File: src/rtl/pow_5_share_arbiter.sv
// Round-robin front end that shares one sequential pow_5 engine among
// N_REQ requesters. One transaction at a time: accept, run, wait for the
// engine (with a watchdog), then return the result to the granted requester.
//
// Handshakes:
//   request : req_ready[g] is a combinational, one-hot accept pulse in IDLE;
//             the requester holds req_valid/req_n until it sees it.
//   engine  : eng_run is a one-cycle pulse with eng_n, only issued after
//             eng_ready was seen high; the result is taken on the first
//             eng_ready=1 in WAIT.
//   response: resp_valid[id] is a one-cycle, one-hot pulse; resp_data and
//             resp_err are qualified by it and hold until the next response.
module pow_5_share_arbiter #(
  parameter int N_REQ   = 4,
  parameter int WIDTH   = 18,
  parameter int TIMEOUT = 64
) (
  input  logic                   clock,
  input  logic                   reset_n,
  input  logic [N_REQ-1:0]       req_valid,
  input  logic [N_REQ*WIDTH-1:0] req_n,
  output logic [N_REQ-1:0]       req_ready,
  output logic [N_REQ-1:0]       resp_valid,
  output logic [WIDTH-1:0]       resp_data,
  output logic                   resp_err,
  output logic                   eng_run,
  output logic [WIDTH-1:0]       eng_n,
  input  logic                   eng_ready,
  input  logic [WIDTH-1:0]       eng_res,
  output logic                   busy,
  output logic [1:0]             dbg_state
);

  localparam int PTR_W = (N_REQ > 1) ? $clog2(N_REQ) : 1;
  localparam int CNT_W = (TIMEOUT > 2) ? $clog2(TIMEOUT) : 1;

  typedef enum logic [1:0] {
    S_IDLE  = 2'd0,
    S_ISSUE = 2'd1,
    S_WAIT  = 2'd2,
    S_RESP  = 2'd3
  } state_t;

  state_t           state_q, state_d;
  logic [PTR_W-1:0] rr_q, rr_d;
  logic [PTR_W-1:0] id_q, id_d;
  logic [WIDTH-1:0] op_q, op_d;
  logic [WIDTH-1:0] data_q, data_d;
  logic             err_q, err_d;
  logic [CNT_W-1:0] cnt_q, cnt_d;

  logic             gnt_found;
  logic [PTR_W-1:0] gnt_idx;
  logic [PTR_W-1:0] cand;
  logic [WIDTH-1:0] gnt_op;

  // Round-robin scan starting at rr_q; first set request wins.
  always_comb begin
    gnt_found = 1'b0;
    gnt_idx   = '0;
    cand      = '0;
    for (int i = 0; i < N_REQ; i++) begin
      cand = PTR_W'((int'(rr_q) + i) % N_REQ);
      if (!gnt_found && req_valid[cand]) begin
        gnt_found = 1'b1;
        gnt_idx   = cand;
      end
    end
  end

  // Operand slice of the granted requester.
  always_comb begin
    gnt_op = '0;
    for (int i = 0; i < N_REQ; i++) begin
      if (PTR_W'(i) == gnt_idx) gnt_op = req_n[i*WIDTH +: WIDTH];
    end
  end

  // Sequencer next-state and strobes.
  always_comb begin
    state_d    = state_q;
    rr_d       = rr_q;
    id_d       = id_q;
    op_d       = op_q;
    data_d     = data_q;
    err_d      = err_q;
    cnt_d      = cnt_q;
    req_ready  = '0;
    resp_valid = '0;
    eng_run    = 1'b0;
    case (state_q)
      S_IDLE: begin
        // reset_n keeps the accept strobe quiet while reset is asserted.
        if (reset_n && eng_ready && gnt_found) begin
          req_ready[gnt_idx] = 1'b1;
          op_d               = gnt_op;
          id_d               = gnt_idx;
          state_d            = S_ISSUE;
        end
      end
      S_ISSUE: begin
        eng_run = 1'b1;
        cnt_d   = '0;
        state_d = S_WAIT;
      end
      S_WAIT: begin
        cnt_d = cnt_q + 1'b1;
        // A result arriving on the timeout cycle still counts as a result.
        if (eng_ready) begin
          data_d  = eng_res;
          err_d   = 1'b0;
          state_d = S_RESP;
        end else if (cnt_q == CNT_W'(TIMEOUT - 1)) begin
          data_d  = '0;
          err_d   = 1'b1;
          state_d = S_RESP;
        end
      end
      S_RESP: begin
        resp_valid[id_q] = 1'b1;
        rr_d             = (id_q == PTR_W'(N_REQ - 1)) ? '0 : id_q + 1'b1;
        state_d          = S_IDLE;
      end
      default: state_d = S_IDLE;
    endcase
  end

  // State, pointer and datapath registers.
  always_ff @(posedge clock or negedge reset_n) begin
    if (!reset_n) begin
      state_q <= S_IDLE;
      rr_q    <= '0;
      id_q    <= '0;
      op_q    <= '0;
      data_q  <= '0;
      err_q   <= 1'b0;
      cnt_q   <= '0;
    end else begin
      state_q <= state_d;
      rr_q    <= rr_d;
      id_q    <= id_d;
      op_q    <= op_d;
      data_q  <= data_d;
      err_q   <= err_d;
      cnt_q   <= cnt_d;
    end
  end

  // op_q only changes on accept, so eng_n shows it in ISSUE and holds after.
  assign eng_n     = op_q;
  assign resp_data = data_q;
  assign resp_err  = err_q;
  assign busy      = (state_q != S_IDLE);
  assign dbg_state = state_q;

endmodule

File: config.mk
export PLATFORM = sky130hd
export DESIGN_NAME = pow_5_share_arbiter
export DESIGN_NICKNAME = d
export VERILOG_FILES = /design/src/rtl/pow_5_share_arbiter.sv
export SDC_FILE = /design/constraint.sdc
export NUM_CORES = 1
export LEC_CHECK = 0
export CAP_MARGIN = 5
export CORE_ASPECT_RATIO = 0.7
export CORE_UTILIZATION = 35
export CTS_CLUSTER_SIZE = 8
export DETAILED_ROUTE_END_ITERATION = 6
export PLACE_DENSITY = 0.78
export SYNTH_ARGS = -nofsm -noshare
export SYNTH_HDL_FRONTEND = slang
export SYNTH_SLANG_ARGS = --single-unit
export TNS_END_PERCENT = 50
File: constraint.sdc
create_clock -name clock -period 2.1 [get_ports clock]
set_input_delay 0.315 -clock clock [delete_from_list [all_inputs] [get_ports clock]]
set_output_delay 0.315 -clock clock [all_outputs]
set_load 0.1 [all_outputs]
==> report_table.html <==
<table>
<tr><th>Metric</th><th>Value</th></tr>
<tr><th colspan="2">Clock network</th></tr>
<tr><td>Number of buffers created by CTS</td><td>5</td></tr>
<tr><td>Clock latency on the worst-skew pair</td><td>0.31 ns</td></tr>
<tr><td>Clock tree root buffer cell</td><td>sky130_fd_sc_hd__clkbuf_8</td></tr>
<tr><td>Clk sinks</td><td>49</td></tr>
<tr><td>CTS tree</td><td>done</td></tr>
<tr><td>Number of levels the H-tree was split into</td><td>2</td></tr>
<tr><td>CTS clk-pin slew, worst paths</td><td>0.10 ns</td></tr>
<tr><td>Largest buffer count on any clock path</td><td>2</td></tr>
<tr><th colspan="2">Placed design</th></tr>
<tr><td>Final Wtd Congestion</td><td>0.845</td></tr>
<tr><td>Sum of net half-perimeters after detailed placement</td><td>6.50 mm</td></tr>
<tr><td>Cell count after placement</td><td>516</td></tr>
<tr><td>Input/output buffers</td><td>145</td></tr>
<tr><th colspan="2">Logic synthesis</th></tr>
<tr><td>Number of flip-flops and latches in the synthesized netlist</td><td>49</td></tr>
<tr><td>Syn_nets</td><td>373</td></tr>
<tr><td>Largest family of logic cells by synthesized area</td><td>compound AO/OA/AOI/OAI gates</td></tr>
<tr><td>Synthesized area</td><td>2680 sq um</td></tr>
<tr><td>Total number of yosys warnings</td><td>0</td></tr>
<tr><td>Synth async-reset ratio</td><td>1.00</td></tr>
<tr><td>Number of distinct library cells after synthesis</td><td>42</td></tr>
<tr><td>Post-synthesis instance total</td><td>267</td></tr>
<tr><td>Post-synthesis compound-gate area fraction</td><td>0.255</td></tr>
<tr><td>Post-synth top flop</td><td>sky130_fd_sc_hd__dfrtp_1</td></tr>
<tr><td>Multiplexer share of the synthesized area</td><td>0.0653</td></tr>
<tr><td>Seq/Total Area, Yosys</td><td>0.457</td></tr>
<tr><td>Area fraction in and, or, nand and nor cells after synthesis</td><td>0.115</td></tr>
<tr><td>Count of flip-flops with a built-in enable after synthesis</td><td>0</td></tr>
<tr><td>Synth Area in XOR/XNOR</td><td>0.00326</td></tr>
<tr><td>Synthesized-area fraction occupied by adder cells</td><td>0.0420</td></tr>
<tr><td>Post-synthesis area per instance</td><td>10.0 sq um</td></tr>
<tr><th colspan="2">Route</th></tr>
<tr><td>Total routed wirelength</td><td>8.77 mm</td></tr>
<tr><td>Remaining routing DRC violations</td><td>0</td></tr>
<tr><td>Via/cell ratio</td><td>5.27</td></tr>
<tr><td>Number of DRC markers in iteration 0</td><td>162</td></tr>
<tr><td>Detail Route Antenna Nets</td><td>0</td></tr>
<tr><td>Number of search-and-repair iterations in the first detailed-routing pass</td><td>4</td></tr>
<tr><td>Detailed-route wire length per cell</td><td>16.3 microns</td></tr>
<tr><td>Vias post-DR</td><td>2830</td></tr>
<tr><th colspan="2">Floorplanning</th></tr>
<tr><td>Total die area</td><td>8020 sq um</td></tr>
<tr><td>Standard-cell row count</td><td>26</td></tr>
<tr><td>Starting density of the core</td><td>0.365</td></tr>
<tr><td>Width of the die</td><td>107 microns</td></tr>
<tr><td>Area of the placeable core</td><td>7350 sq um</td></tr>
<tr><td>Die outline height</td><td>75.2 microns</td></tr>
<tr><td>Top Ports</td><td>146</td></tr>
<tr><th colspan="2">Finish</th></tr>
<tr><td>Most frequent standard cell in the layout excluding fill and tap cells</td><td>sky130_fd_sc_hd__clkdlybuf4s50_1</td></tr>
<tr><td>Inserted Diodes</td><td>0</td></tr>
<tr><td>Number of inserted filler cells in the final layout</td><td>638</td></tr>
<tr><td>Share of final-layout standard cells stronger than drive strength 1</td><td>0.296</td></tr>
<tr><td>Register cell area after layout</td><td>1230 sq um</td></tr>
<tr><td>Synthesis-to-finish area growth</td><td>75.1%</td></tr>
<tr><td>Layout Nets</td><td>544</td></tr>
<tr><td>Most frequent cells in the layout</td><td>91 x sky130_fd_sc_hd__clkdlybuf4s50_1, 71 x sky130_fd_sc_hd__buf_4, 46 x sky130_fd_sc_hd__dfrtp_1</td></tr>
<tr><td>Area of the multi-input gates</td><td>1390 sq um</td></tr>
<tr><td>Number of non-filler instances in the completed layout</td><td>537</td></tr>
<tr><th colspan="2">GRT</th></tr>
<tr><td>Initial antenna violation count</td><td>0</td></tr>
<tr><td>Vias in the first global route</td><td>2663</td></tr>
<tr><td>Global route total overflow</td><td>0</td></tr>
<tr><td>Global Route Usage Sum</td><td>0.211</td></tr>
<tr><td>Maximum number of pins on one net before global-route repair</td><td>41</td></tr>
<tr><td>First-pass GRT wire length</td><td>13.2 mm</td></tr>
<tr><th colspan="2">Timing</th></tr>
<tr><td>Number of max-slew violations in the final report</td><td>0</td></tr>
<tr><td>Clock period minus final worst setup slack</td><td>2.26 ns</td></tr>
<tr><td>Smallest hold slack</td><td>0.0173 ns</td></tr>
<tr><td>Achievable Freq</td><td>443 MHz</td></tr>
<tr><td>Setup violations, final</td><td>6</td></tr>
<tr><td>Unrepaired setup endpoints after global routing</td><td>yes</td></tr>
<tr><td>Post-Route Skew</td><td>0.00901 ns</td></tr>
<tr><td>Final hold vios</td><td>0</td></tr>
<tr><td>Slew at the pin with the worst max-slew slack</td><td>0.573 ns</td></tr>
<tr><td>Post-route setup slack</td><td>-0.156 ns</td></tr>
<tr><td>Final worst path period share</td><td>1.07</td></tr>
<tr><td>Remaining max-slew budget at the tightest pin</td><td>0.618</td></tr>
<tr><th colspan="2">Setup path</th></tr>
<tr><td>Data required time of the critical path</td><td>1.78 ns</td></tr>
<tr><td>Startpoint kind of the worst setup timing path</td><td>flop</td></tr>
<tr><td>Logic depth of the worst register-to-register path</td><td>8</td></tr>
<tr><td>Worst path arrival time</td><td>1.94 ns</td></tr>
<tr><td>Type of element capturing the critical path</td><td>output pin</td></tr>
<tr><td>Start-to-end type of the worst setup path</td><td>flop to output pin</td></tr>
<tr><td>Worst-path maximum fanout</td><td>5</td></tr>
<tr><th colspan="2">Outcome</th></tr>
<tr><td>Outcome</td><td>finished, violations left</td></tr>
<tr><td>Violations in the final reports</td><td>negative setup slack</td></tr>
<tr><th colspan="2">Power</th></tr>
<tr><td>Pwr/cell area</td><td>1700 nW/um^2</td></tr>
<tr><td>Leak</td><td>0.00210 uW</td></tr>
<tr><td>IR drop worst, VDD</td><td>0.00131 V</td></tr>
<tr><th colspan="2">Job</th></tr>
<tr><td>Max capacitance violation total</td><td>0</td></tr>
<tr><th colspan="2">Worst hold path</th></tr>
<tr><td>Hold/Removal Path Class</td><td>primary input to asynchronous set/reset pin</td></tr>
</table>
==> metal layers <==
metal,track usage,part of all wire,vias up
li1,-,-,1337
met1,0.283,0.44,1359
met2,0.353,0.47,116
met3,0.0442,0.073,18
met4,0.0578,0.014,0
met5,0,0,-
==> path summary, 6_finish.rpt <==
kind / start / to / slack, ns
worst max-delay path: rr_q[1] / req_ready[3] / -0.16
worst min register to register: eng_n[6] / eng_n[6] / 0.51
worst max register to register: rr_q[1] / eng_n[17] / -0.01
max in group asynchronous: reset_n / dbg_state[1] / 1.56
min in group clock: eng_n[6] / eng_n[6] / 0.51
worst min-delay path: reset_n / rr_q[0] / 0.02
==> what timing repair did <==
| item | CTS | global route |
|---|---|---|
| cloned | 0 | 1 |
| endpoints found under the setup margin | 15 | 15 |
| resized for setup | 11 | 15 |
| hold buffers | 0 | 0 |
| setup buffers | 7 | 6 |
| pin swaps | 6 | 15 |
==> state kept, by name (all words and copies together), names as in the netlist <==
signal,count
resp_err,1
resp_data,18
cnt_q,6
eng_n,18
id_q,2
rr_q,2
dbg_state,2
==> where the power goes <==
| group | leakage [uW] | switching [uW] | internal (uW) |
|---|---|---|---|
| Sequential | 0.000616 | 282 | 1350 |
| Combinational | 0.00143 | 3990 | 1740 |
| Clock | 0.0000506 | 365 | 250 |
==> layout make-up <==
class,instances,share of cell area
Timing Repair Buffer,183,0.378
Multi-Input combinational cell,180,0.295
Sequential cell,49,0.263
Tap cell,98,0.0261
Inverter,19,0.0170
Clock buffer,5,0.0147
Clock inverter,3,0.00613
==> critical path, stage by stage (launching register included) <==
cell and delay, ns:
sky130_fd_sc_hd__dfrtp_2 0.46, sky130_fd_sc_hd__buf_6 0.14, sky130_fd_sc_hd__nand2_2 0.05, sky130_fd_sc_hd__a221oi_2 0.06
sky130_fd_sc_hd__or2_1 0.25, sky130_fd_sc_hd__or3_4 0.42, sky130_fd_sc_hd__clkinvlp_4 0.09, sky130_fd_sc_hd__buf_12 0.16
==> stage by stage <==
stage | total power (uW) | setup slack, ns | area [sq um] | setup TNS, ns | util
after floorplan | 5620 | -0.190 | 2740 | -0.285 | -
after global placement | 6980 | -0.297 | 4410 | -4.84 | 0.599
after detailed placement | 7070 | -0.401 | 4410 | -6.76 | 0.599
after CTS | 7810 | -0.141 | 4580 | -0.278 | 0.623
after global routing | 8330 | -0.228 | 4700 | -1.13 | 0.639
final | 7970 | -0.156 | 4700 | -0.457 | 0.639
==> cell families after synthesis <==
logic type	count (synthesis)
adders and majority gates	9
and+or+nand+nor	58
muxes	16
DFF	49
xor gates and xnor gates	1
buffers and inverters	38
AOI/OAI and AO/OA	96
==> Yosys cell counts (5+ instances only) <==
library cell | count | area (sq um)
sky130_fd_sc_hd__nand3_1 | 14 | 70.1
sky130_fd_sc_hd__inv_1 | 19 | 71.3
sky130_fd_sc_hd__clkbuf_1 | 10 | 37.5
sky130_fd_sc_hd__and2_1 | 5 | 31.3
sky130_fd_sc_hd__ha_1 | 9 | 113
sky130_fd_sc_hd__dfrtp_1 | 49 | 1230
sky130_fd_sc_hd__mux2_2 | 12 | 135
sky130_fd_sc_hd__a22o_1 | 18 | 158
sky130_fd_sc_hd__nor2_1 | 5 | 18.8
sky130_fd_sc_hd__o221ai_1 | 13 | 114
sky130_fd_sc_hd__a21oi_1 | 23 | 115
sky130_fd_sc_hd__o21ai_0 | 19 | 95.1
sky130_fd_sc_hd__a221o_1 | 11 | 110
sky130_fd_sc_hd__nand2_1 | 15 | 56.3
No activity file was read; power rests on OpenSTA's default activity.
